**src/rtl/rvc_asap_pkg.sv**
```systemverilog
// Shared rvc_asap definitions: instruction constants and the fetch slot record.
package rvc_asap_pkg;

  localparam logic [31:0] NOP         = 32'h0000_0013;
  localparam int          I_MEM_MSB   = 11;
  localparam int          FETCH_DEPTH = 4;

  typedef struct packed {
    logic        alloc;
    logic        filled;
    logic [31:0] pc;
    logic [31:0] instr;
  } t_fetch_slot;

endpackage

```
**src/rtl/rvc_asap_fetch_q.sv**
```systemverilog
// Circular queue of fetch slots: allocated at the tail in request order,
// filled in response order, freed at the head when decode accepts.
module rvc_asap_fetch_q
  import rvc_asap_pkg::*;
#(
  parameter int   DEPTH = FETCH_DEPTH,
  localparam int  CW    = $clog2(DEPTH + 1)
) (
  input  logic              QClk,
  input  logic              RstQnt,
  input  logic              i_flush,
  input  logic              i_alloc,
  input  logic [31:0]       i_alloc_pc,
  input  logic              i_fill,
  input  logic [31:0]       i_fill_instr,
  input  logic              i_pop,
  output t_fetch_slot       o_head,
  output logic [CW-1:0]     o_occ,
  output logic [CW-1:0]     o_unfilled
);

  localparam int PW = (DEPTH > 1) ? $clog2(DEPTH) : 1;

  t_fetch_slot   r_slots [DEPTH];
  logic [PW-1:0] r_head;
  logic [PW-1:0] r_tail;
  logic [PW-1:0] r_fill;
  logic [CW-1:0] r_occ;
  logic [CW-1:0] r_unfilled;

  function automatic logic [PW-1:0] nxt(input logic [PW-1:0] p);
    return (p == PW'(DEPTH - 1)) ? '0 : p + PW'(1);
  endfunction

  // Alloc writes the free tail slot, fill the oldest unfilled one and pop the
  // filled head, so the three never target the same slot in one cycle.
  always_ff @(posedge QClk) begin
    if (RstQnt || i_flush) begin
      // NOTE: the slot array is reset in full because alloc/filled gate every
      // output; only DEPTH entries, so the reset fan-out stays small.
      for (int i = 0; i < DEPTH; i++) r_slots[i] <= '0;
      r_head     <= '0;
      r_tail     <= '0;
      r_fill     <= '0;
      r_occ      <= '0;
      r_unfilled <= '0;
    end else begin
      if (i_alloc) begin
        r_slots[r_tail] <= '{alloc: 1'b1, filled: 1'b0, pc: i_alloc_pc, instr: '0};
        r_tail          <= nxt(r_tail);
      end
      if (i_fill) begin
        r_slots[r_fill].filled <= 1'b1;
        r_slots[r_fill].instr  <= i_fill_instr;
        r_fill                 <= nxt(r_fill);
      end
      if (i_pop) begin
        r_slots[r_head] <= '0;
        r_head          <= nxt(r_head);
      end
      r_occ      <= r_occ + CW'(i_alloc) - CW'(i_pop);
      r_unfilled <= r_unfilled + CW'(i_alloc) - CW'(i_fill);
    end
  end

  assign o_head     = r_slots[r_head];
  assign o_occ      = r_occ;
  assign o_unfilled = r_unfilled;

endmodule

```
**src/rtl/rvc_asap_fetch.sv**
```systemverilog
// rvc_asap fetch stage: credit-limited sequential requests, in-order response
// matching, decode handshake, and redirect flush with stale-response dropping.
module rvc_asap_fetch
  import rvc_asap_pkg::*;
#(
  parameter logic [31:0] RESET_PC = 32'h0,
  parameter int          DEPTH    = FETCH_DEPTH
) (
  input  logic        QClk,
  input  logic        RstQnt,
  output logic        ImemReqValid,
  output logic [31:0] ImemReqAddr,
  input  logic        ImemReqReady,
  input  logic        ImemRspValid,
  input  logic [31:0] ImemRspData,
  input  logic        RedirectValid,
  input  logic [31:0] RedirectPc,
  output logic        IfValid,
  output logic [31:0] IfInstr,
  output logic [31:0] IfPc,
  input  logic        IfReady
);

  localparam int CW = $clog2(DEPTH + 1);
  localparam int DW = $clog2(DEPTH) + 1;
  localparam int SW = DW + 1;

  logic [31:0]   r_pc;
  logic [DW-1:0] r_drop_cnt;

  t_fetch_slot   w_head;
  logic [CW-1:0] w_occ;
  logic [CW-1:0] w_unfilled;
  logic [31:0]   w_inflight;
  logic          w_req_fire;
  logic          w_rsp_live;
  logic          w_drop;
  logic          w_fill;
  logic          w_pop;
  logic [SW-1:0] w_drop_sum;
  logic [SW-1:0] w_drop_next;

  // Stale responses still owed by memory hold credit until they drain.
  assign w_inflight   = 32'(w_occ) + 32'(r_drop_cnt);
  assign ImemReqValid = !RstQnt && !RedirectValid && (w_inflight < 32'(DEPTH));
  assign ImemReqAddr  = r_pc;
  assign w_req_fire   = ImemReqValid && ImemReqReady;

  assign w_rsp_live = ImemRspValid && !RstQnt && !RedirectValid;
  assign w_drop     = w_rsp_live && (r_drop_cnt != '0);
  assign w_fill     = w_rsp_live && (r_drop_cnt == '0) && (w_unfilled != '0);

  assign IfValid = !RstQnt && !RedirectValid && w_head.alloc && w_head.filled;
  assign IfInstr = IfValid ? w_head.instr : NOP;
  assign IfPc    = IfValid ? w_head.pc : 32'h0;
  assign w_pop   = IfValid && IfReady;

  // A response landing in the redirect cycle settles one outstanding request.
  assign w_drop_sum  = SW'(r_drop_cnt) + SW'(w_unfilled);
  assign w_drop_next = (ImemRspValid && (w_drop_sum != '0)) ? w_drop_sum - SW'(1) : w_drop_sum;

  always_ff @(posedge QClk) begin
    if (RstQnt) begin
      r_pc       <= RESET_PC & ~32'h3;
      r_drop_cnt <= '0;
    end else if (RedirectValid) begin
      r_pc       <= RedirectPc & ~32'h3;
      r_drop_cnt <= DW'(w_drop_next);
    end else begin
      // NOTE: state updates use non-blocking assignments so every branch sees
      // the pre-edge values, matching the combinational handshake terms.
      if (w_req_fire) r_pc       <= r_pc + 32'd4;
      if (w_drop)     r_drop_cnt <= r_drop_cnt - DW'(1);
    end
  end

  rvc_asap_fetch_q #(.DEPTH(DEPTH)) u_q (
    .QClk         (QClk),
    .RstQnt       (RstQnt),
    .i_flush      (RedirectValid),
    .i_alloc      (w_req_fire),
    .i_alloc_pc   (r_pc),
    .i_fill       (w_fill),
    .i_fill_instr (ImemRspData),
    .i_pop        (w_pop),
    .o_head       (w_head),
    .o_occ        (w_occ),
    .o_unfilled   (w_unfilled)
  );

  a_rsp_expected: assert property (@(posedge QClk) disable iff (RstQnt)
    (ImemRspValid && (r_drop_cnt == '0)) |-> (w_unfilled != '0));

endmodule
```
**config.mk**
```make
export PLATFORM = sky130hd
export DESIGN_NAME = rvc_asap_fetch
export DESIGN_NICKNAME = d
export VERILOG_FILES = /design/src/rtl/rvc_asap_pkg.sv /design/src/rtl/rvc_asap_fetch_q.sv /design/src/rtl/rvc_asap_fetch.sv
export SDC_FILE = /design/constraint.sdc
export NUM_CORES = 1
export LEC_CHECK = 0
export ABC_AREA = 1
export CORE_ASPECT_RATIO = 1.5
export CORE_MARGIN = 3
export CORE_UTILIZATION = 50
export DETAILED_ROUTE_END_ITERATION = 16
export HOLD_SLACK_MARGIN = 0.15
export PLACE_DENSITY_LB_ADDON = 0.25
export SYNTH_ARGS = -nofsm -noshare
export SYNTH_HDL_FRONTEND = slang
export SYNTH_SLANG_ARGS = --single-unit
```
**constraint.sdc**
```tcl
create_clock -name QClk -period 3.9 [get_ports QClk]
set_input_delay 0.585 -clock QClk [delete_from_list [all_inputs] [get_ports QClk]]
set_output_delay 0.585 -clock QClk [all_outputs]
set_load 0.005 [all_outputs]
```
### Word-level counts from Yosys, hierarchy flattened

Memories as Yosys holds them, arrays and structs flattened. A register that Yosys moved wholly into a read port is not among the register bits.
Index checks and enable logic that the tools add are counted.

| storage, ports and cells | value |
|---|---|
| memories kept | 1 |
| register bits after elaboration | 47 |
| input bits | 70 |
| word-level logic and storage cells | 82 |
| bits in writable memories | 264 |
| output and inout port bits | 98 |

Memories:

| name | words | width | rd ports | clocked after memory_dff | wr ports | line | source |
|---|---|---|---|---|---|---|---|
| u_q.r_slots | 4 | 66 | 1 | 1 | 4 | rvc_asap_fetch_q.sv:24 | `t_fetch_slot r_slots [DEPTH];` |

| operators by class | value |
|---|---|
| reductions and logical operators | 25 |
| magnitude comparators | 1 |
| eq/ne operators | 3 |
| add/sub/neg operators | 12 |
| mux-type cells | 32 |

Operators with widths:

| cell | count |
|---|---|
| 66-bit two-way mux | 3 |
| 66-bit OR reduction | 3 |
| 32-bit two-way mux | 4 |
| 32-bit by 3-bit adder with 32-bit output, second input constant | 1 |
| 2-bit two-way mux | 9 |
| 1-bit two-way mux | 13 |
| 1-bit logical AND | 12 |
| 3-bit two-way mux | 3 |
| 3-bit by 3-bit adder with 4-bit output | 2 |
| 2-bit by 1-bit adder with 2-bit output, second input constant | 3 |
| 3-bit by 1-bit adder with 3-bit output | 2 |
| 2-bit == test, second input constant | 3 |
| 3-bit nonzero test | 2 |
| 3-bit by 1-bit subtractor with 3-bit output | 2 |
| 3-bit by 1-bit subtractor with 3-bit output, second input constant | 2 |
| 4-bit by 3-bit < comparator with 1-bit output, second input constant | 1 |
| 2-bit nonzero test | 2 |
| 4-bit nonzero test | 1 |
| 3-bit logical NOT | 1 |
| 1-bit logical NOT | 2 |
| 2-bit OR reduction | 1 |
| 1-bit logical OR | 1 |

### Depth between registers and ports, before layout

Gate-level depths: netlist (run 1).

| logic depth | value |
|---|---|
| word-level depth | 10 |
| mapped depth | 15 |
| mapped depth without buffers | 14 |

### Cells and area by module

A second synthesis (run 1) with hierarchy kept.

| unflattened totals | value |
|---|---|
| cells, all modules | 2216 |
| area, all modules | 15283.4 um^2 |

By module, submodules not included:

| module | area an instance (um^2) | cells an instance | seq. area each (um^2) | instances |
|---|---|---|---|---|
| rvc_asap_fetch_q | 12087.8 | 1644 | 5565.3 | 1 |
| rvc_asap_fetch | 3195.6 | 572 | 660.6 | 1 |

### Worst setup path before layout (run 1)

No wires, ideal clock.

| timing path | value |
|---|---|
| path type | input -> register |
| start | in RstQnt |
| end | reg u_q.r_occ[2], in the netlist u_q.o_occ[2] |
| stages on the path | 15 |
| data required time | 3.830 ns |
| arrival | 2.882 ns |
| path slack | 0.947 ns |
| buffers on the path | 3 |
| setup time | 0.070 ns |
| cell sequence | buf_2 nor2_8 nand2_4 nor2_4 nand2_2 buf_6 buf_2 ha_1 inv_1 ha_1 inv_1 fa_1 xnor2_1 or2_2 a21oi_1 |

| on the way | value |
|---|---|
| word-level cells in the longest chain between the ends | 6 |
| elaborated cells between the ends (all ways) | 10 |
| those cells by class | add/sub (2); reduce/logical (8) |

Ends and longest elaborated chain:

| element | line | source |
|---|---|---|
| start: declaration | rvc_asap_fetch.sv:10 | `input logic RstQnt,` |
| 1-bit logical NOT | rvc_asap_fetch.sv:45 | `assign ImemReqValid = !RstQnt && !RedirectValid && (w_inflight < 32'(DEPTH));` |
| 1-bit logical AND (2 in a row) | rvc_asap_fetch.sv:45 |  |
| via ImemReqValid | rvc_asap_fetch.sv:11 | `output logic ImemReqValid,` |
| 1-bit logical AND | rvc_asap_fetch.sv:47 | `assign w_req_fire = ImemReqValid && ImemReqReady;` |
| 3-bit by 1-bit adder with 3-bit output | rvc_asap_fetch_q.sv:61 | `r_occ <= r_occ + CW'(i_alloc) - CW'(i_pop);` |
| 3-bit by 1-bit subtractor with 3-bit output | rvc_asap_fetch_q.sv:61 |  |
| end signal: assignment | rvc_asap_fetch_q.sv:61 |  |
| end: declaration | rvc_asap_fetch_q.sv:28 | `logic [CW-1:0] r_occ;` |

The timed path passes the listed nets, and every way through them passes these cells.
A chain may end at the register's enable or synchronous reset.

==> metrics.txt, run 1 <==
outcome complete, no violations; leading area contributor after synthesis dfxtp_1; std cell rows 77; mapped cell area 15100 sq um; Clock transition at path regs 0.06 ns; fmax 267 MHz; Clock Root Buffer clkbuf_16; post-CTS setup buffer count 0; pin count of the biggest net entering global routing 76; core area 29600 sq um; most common cell after layout, fill and taps aside nand2_1; hold crit path type reg -> reg; CP Class reg -> out; post-DR vias/cell 5.70; Pwr Density 371 nW/um^2; drt pass-1 iters 6; sequential area share after synthesis 40.3%; Antenna Nets Post-Route 0; minimum clock period 3.75 ns; Area Growth Syn to Fin 17.7%; Synth cell types 33; final setup violating endpoints 0; CP Capture Type primary output; share of the synthesized area in the top cell type 40.3%; Worst IR Drop VDD 0.307 mV; Avg Cell Area, Syn 6.69 sq um; CP endpoint IfPc[21]; ANT cells 0; RSZ-0062 raised after global routing no; hold buffer count at cts 0; Setup TNS 0 ns; H-tree depth 1; Post-Place Worst Slack 0.597 ns; RePlAce Congestion 0.942; initial antenna violation count 0; Pleak 6.44 nW; DRT iter0 DRCs 1440; cell count after synthesis 2253; share of cells above drive strength 1 5.05%; Die X-Extent 148 microns; Critical Path Fanout Max 33; drt total wl 48400 microns; Synth Warn # 0; Initial Utilization 50.9%; max-cap violations 0; Setup crit start kind register; first-pass GRT wire length 76600 microns; drt wl/cell 17.7 microns; vias in the first global route 15000; CTS tree done; Slew headroom 8.46%; R2R cell count 14; clock latency on the worst-skew pair 0.56 ns; CTS Buf Count 29; Seq cells post-synth 303; clock sinks 303; clk buf depth 3; Die Area 32300 sq um; flop2flop setup slack 0.71 ns; layout net count 2413; most frequent cells in the layout nand2_1 (489), a21oi_1 (313), nor2_1 (303), dfxtp_1 (301), nand3_1 (265); die height 219 microns; Post-DP HPWL 30300 microns; crit share post-route 96.1%; DRC violations left 0; WP data arrival 3.16 ns; R2R Path End u_q.o_occ[2]; Vias 15600; number of max-slew violations in the final report 0; Critical Path RT 3.31 ns; Synth area leaders dfxtp_1 (40%), nand2_1 (12%), a21oi_1 (10%); count of final hold-check violations 0; IO Pins 168; CTS resizes 0; Total Routing Usage GR 29.0%; GRT Residual Overflow 0; Final WS setup 0.152 ns; Slew @ Worst Pin 1.37 ns; number of port buffers 161; Clock Skews 0.0116 ns
## state kept, by name (all words and copies together) (netlist names), named ones only
signal          cells
u_q.r_slots       256
u_q.r_fill          2
r_drop_cnt          3
ImemReqAddr        30
u_q.r_tail          2
u_q.o_occ           3
u_q.o_unfilled      3
u_q.r_head          2
## worst min-delay path by stage
| stage | startpoint | to | slack [ns] | cells past startpoint |
|---|---|---|---|---|
| final | u_q.r_slots[1][58] | u_q.r_slots[1][58] | 0.46 | 2 |
| after global routing | u_q.r_slots[1][48] | u_q.r_slots[1][48] | 0.48 | 2 |
| after CTS | u_q.r_slots[1][43] | u_q.r_slots[1][43] | 0.46 | 2 |
| after detailed placement | u_q.r_slots[1][52] | u_q.r_slots[1][52] | 0.45 | 2 |
| after global placement | u_q.r_slots[1][38] | u_q.r_slots[1][38] | 0.44 | 2 |
| after floorplan | u_q.r_slots[1][34] | u_q.r_slots[1][34] | 0.44 | 2 |
## layer usage
layer	part of all wire, %	track usage, %
met1	38	34.2
met2	48	51.0
met3	8.1	3.26
met4	5.1	16.0
met5	0	0
## through the flow
| stage | total power, mW | util, % | cells | hold slack [ns] | cell area (sq um) |
|---|---|---|---|---|---|
| 2_1_floorplan | 3.54 | - | 2256 | 0.438 | 15100 |
| 3_3_place_gp | 3.75 | 56.7 | 2682 | 0.445 | 16800 |
| 3_5_place_dp | 3.76 | 56.7 | 2682 | 0.450 | 16800 |
| 4_1_cts | 6.60 | 60.0 | 2733 | 0.459 | 17700 |
| 5_1_grt | 6.76 | 60.0 | 2733 | 0.479 | 17700 |
| 6_report | 6.57 | 60.0 | 2733 | 0.459 | 17700 |
## final cells by class
cell class / instances / area, sq um
tap: 395 / 494
clock inverter: 6 / 83.8
sequential: 303 / 6070
clock buffer: 45 / 876
fill: 2756 / 11800
timing repair buffer: 200 / 1980
multi-input combinational: 1638 / 7680
inverter: 146 / 548
## power breakdown
part | switching, mW | internal, mW
clock | 1.21 | 1.66
sequential | 0.0597 | 3.15
combinational | 0.299 | 0.191
total | 1.56 | 5.01
## synthesized netlist by cell type
master and number:
ha_1 22, dfxtp_1 303, o21ai_0 130, clkbuf_1 93, nand3_1 265, o211ai_1 35
xnor2_1 2, xor2_1 7, conb_1 1, buf_1 8, buf_4 12, o221ai_1 4
nor2_1 303, o21bai_1 1, nand3_2 1, nor2_2 11, clkinv_1 1, a21oi_1 313
buf_2 50, nand2_1 491, or2_2 2, buf_6 6, fa_1 3, inv_2 4
a22oi_1 2, nand2_4 1, o21ai_1 20, nand2_2 1, nor2_4 10, inv_1 141
a211oi_1 2, nor2_8 1, nand4_1 7
## critical path, stage by stage (launching register included)
cell             delay [ns]
dfxtp_4                0.62
inv_2                  0.33
nand2_1                0.15
nand3_1                0.09
nand2_1                0.10
nand2_2                0.08
buf_4                  0.25
a21oi_1                0.36
clkdlybuf4s50_1        0.58
## cells by family (layout without fill, tap and decap cells)
| group | count (synthesis) | in the layout | synth area share, % |
|---|---|---|---|
| flops | 303 | 303 | 40.3 |
| fa+ha+maj | 25 | 25 | 2.23 |
| compound gates | 507 | 507 | 17.6 |
| buf+inv | 315 | 397 | 8.86 |
| xor+xnor | 9 | 9 | 0.523 |
| simple gates | 1093 | 1093 | 30.5 |
| other cells | 1 | 4 | 0.0249 |
Power figures use the tool's default switching activity.
==> inputs of run 2 (changes only) <==
CAP_MARGIN = 25   (was default)
GPL_ROUTABILITY_DRIVEN = 0   (was default)
==> metrics.txt, run 2 (synthesis gave the netlist of run 1 again) <==
Critical Path Fanout Max 43 (+30%); Biggest register u_q.r_slots; Clock Skews 0.0264 ns (+0.0148 ns); pin count of the biggest net entering global routing 119 (+57%); number of max-slew violations in the final report 0 (unchanged); hold buffer count at cts 0 (unchanged); crit share post-route 89.6% (-6.5 points); fmax 286 MHz (+7.3%); Final WS setup 0.407 ns (+0.255 ns); Slew @ Worst Pin 0.830 ns (-0.542 ns); IO Pins 168 (unchanged); Top cell by count, worst path inv_1; WP buf/inv 4 (+1); Pleak 6.49 nW (+0.67%); Setup TNS 0 ns (unchanged); WP data arrival 2.91 ns (-0.25 ns); GRT Residual Overflow 0 (unchanged); CTS tree done; first-pass GRT wire length 77600 microns (+1.4%); Pwr Density 368 nW/um^2 (-0.64%); DRC violations left 0 (unchanged); post-DR vias/cell 5.74 (+0.80%); Total Routing Usage GR 29.3% (+0.33 points); Slew headroom 44.7% (+36 points); Clock Root Buffer clkbuf_16; minimum clock period 3.49 ns (-0.255 ns); CP Class reg -> out; critical path's top delay family buffers and inverters; CP cell instances inv_1, nand3_1, nand2_1, nand2_2, buf_4, inv_1, o221ai_1, clkdlybuf4s50_1; std cell rows 77 (unchanged); share of cells above drive strength 1 5.21% (+0.16 points); Antenna Nets Post-Route 0 (unchanged); DRT iter0 DRCs 1439 (-0.069%); final setup violating endpoints 0 (unchanged); Vias 15700 (+0.99%); count of final hold-check violations 0 (unchanged); vias in the first global route 15200 (+1.5%); drt pass-1 iters 5 (-1); placed insts 2687 (+0.19%); CTS resizes 0 (unchanged); post-CTS setup buffer count 0 (unchanged); core area 29600 sq um (unchanged); max reg flops 256 (unchanged); Clock transition at path regs 0.06 ns (about the same); CP Capture Type primary output; Min-Delay Startpoint u_q.r_slots[1][38]; R2R Path End u_q.o_occ[2]; Critical Path RT 3.31 ns (about the same); crit-path max cell delay 0.73 ns (+0.11 ns); fin cells 2738 (+0.18%); most common cell after layout, fill and taps aside nand2_1; hold crit path type reg -> reg; number of filler cells placed in the layout 2821 (+2.4%); drt total wl 49100 microns (+1.4%); CTS Buf Count 30 (+3.4%); Die Area 32300 sq um (unchanged); most frequent cells in the layout nand2_1 (489), a21oi_1 (313), nor2_1 (303), dfxtp_1 (301), nand3_1 (265); hold path depth 2 (unchanged); Worst Hold End u_q.r_slots[1][38]; max-cap violations 0 (unchanged); Util after Layout 60.4% (+0.44 points); Slowest-stage cell, CP dfxtp_4; R2R cell count 14 (unchanged); ANT cells 0 (unchanged); number of port buffers 161 (unchanged); Setup crit start kind register; H-tree depth 1 (unchanged); flop2flop setup slack 1.01 ns (+0.30 ns); initial antenna violation count 0 (unchanged); Worst IR Drop VDD 0.353 mV (+15%); Post-DP HPWL 30600 microns (+0.97%); RSZ-0062 raised after global routing no; outcome complete, no violations; clk buf depth 3 (unchanged); Post-Place Worst Slack 0.706 ns (+0.109 ns); die height 219 microns (unchanged); drt wl/cell 17.9 microns (+1.2%); Area Growth Syn to Fin 18.6%; clock sinks 303 (unchanged); Initial Utilization 50.9% (unchanged); layout net count 2419 (+0.25%); clock latency on the worst-skew pair 0.59 ns (+0.03 ns); Die X-Extent 148 microns (unchanged)
run 2: final cells by class:
type                            instances  area [sq um]  share of cell area [%]
Multi-Input combinational cell       1638          7680                    43.0
Clock buffer                           44           875                    4.90
Timing Repair Buffer                  205          2120                    11.9
Inverter                              146           548                    3.07
Clock inverter                          7          76.3                   0.427
Sequential cell                       303          6070                    34.0
Tap cell                              395           494                    2.77
run 2: metal layers:
| metal | GRT usage, % | wire, microns | up-vias |
|---|---|---|---|
| met1 | 34.2 | 18400 | 7226 |
| met3 | 3.38 | 4050 | 164 |
| li1 | - | - | 7497 |
| met2 | 52.6 | 24300 | 833 |
| met5 | 0 | 0 | - |
| met4 | 15.1 | 2370 | 0 |
run 2: worst max path at each step:
stage	endpoint	slack (ns)	depth (start not counted)
after CTS	IfPc[22]	0.40	6
after floorplan	u_q.o_occ[2]	0.95	15
after global routing	IfInstr[1]	0.25	8
final	IfInstr[1]	0.41	8
after detailed placement	u_q.o_occ[2]	0.71	13
after global placement	u_q.r_slots[1][5]	0.71	7
run 2: report_power, final:
part | switching [mW] | leakage, nW | internal (mW)
Sequential | 0.0606 | 2.46 | 3.15
Combinational | 0.303 | 3.57 | 0.202
Clock | 1.25 | 0.460 | 1.61
Total | 1.61 | 6.49 | 4.97
run 2: stage by stage:
stage	cell area (sq um)	hold slack [ns]	power [mW]
global route	17900	0.476	6.78
finish	17900	0.456	6.58
detailed placement	16900	0.449	3.78
global placement	16800	0.445	3.75
CTS	17900	0.459	6.61
floorplan	15100	0.438	3.54
run 2: worst reg2reg max path: stages, from the launching register on:
cell and delay [ns]:
dfxtp_4 0.64, inv_2 0.13, nand2_1 0.09, nand3_1 0.07, nand2_1 0.11, nand2_2 0.08
nor2_2 0.28, ha_1 0.30, inv_1 0.06, ha_1 0.13, inv_1 0.04, fa_1 0.37
xnor2_1 0.15, or2_2 0.27, a21oi_1 0.13
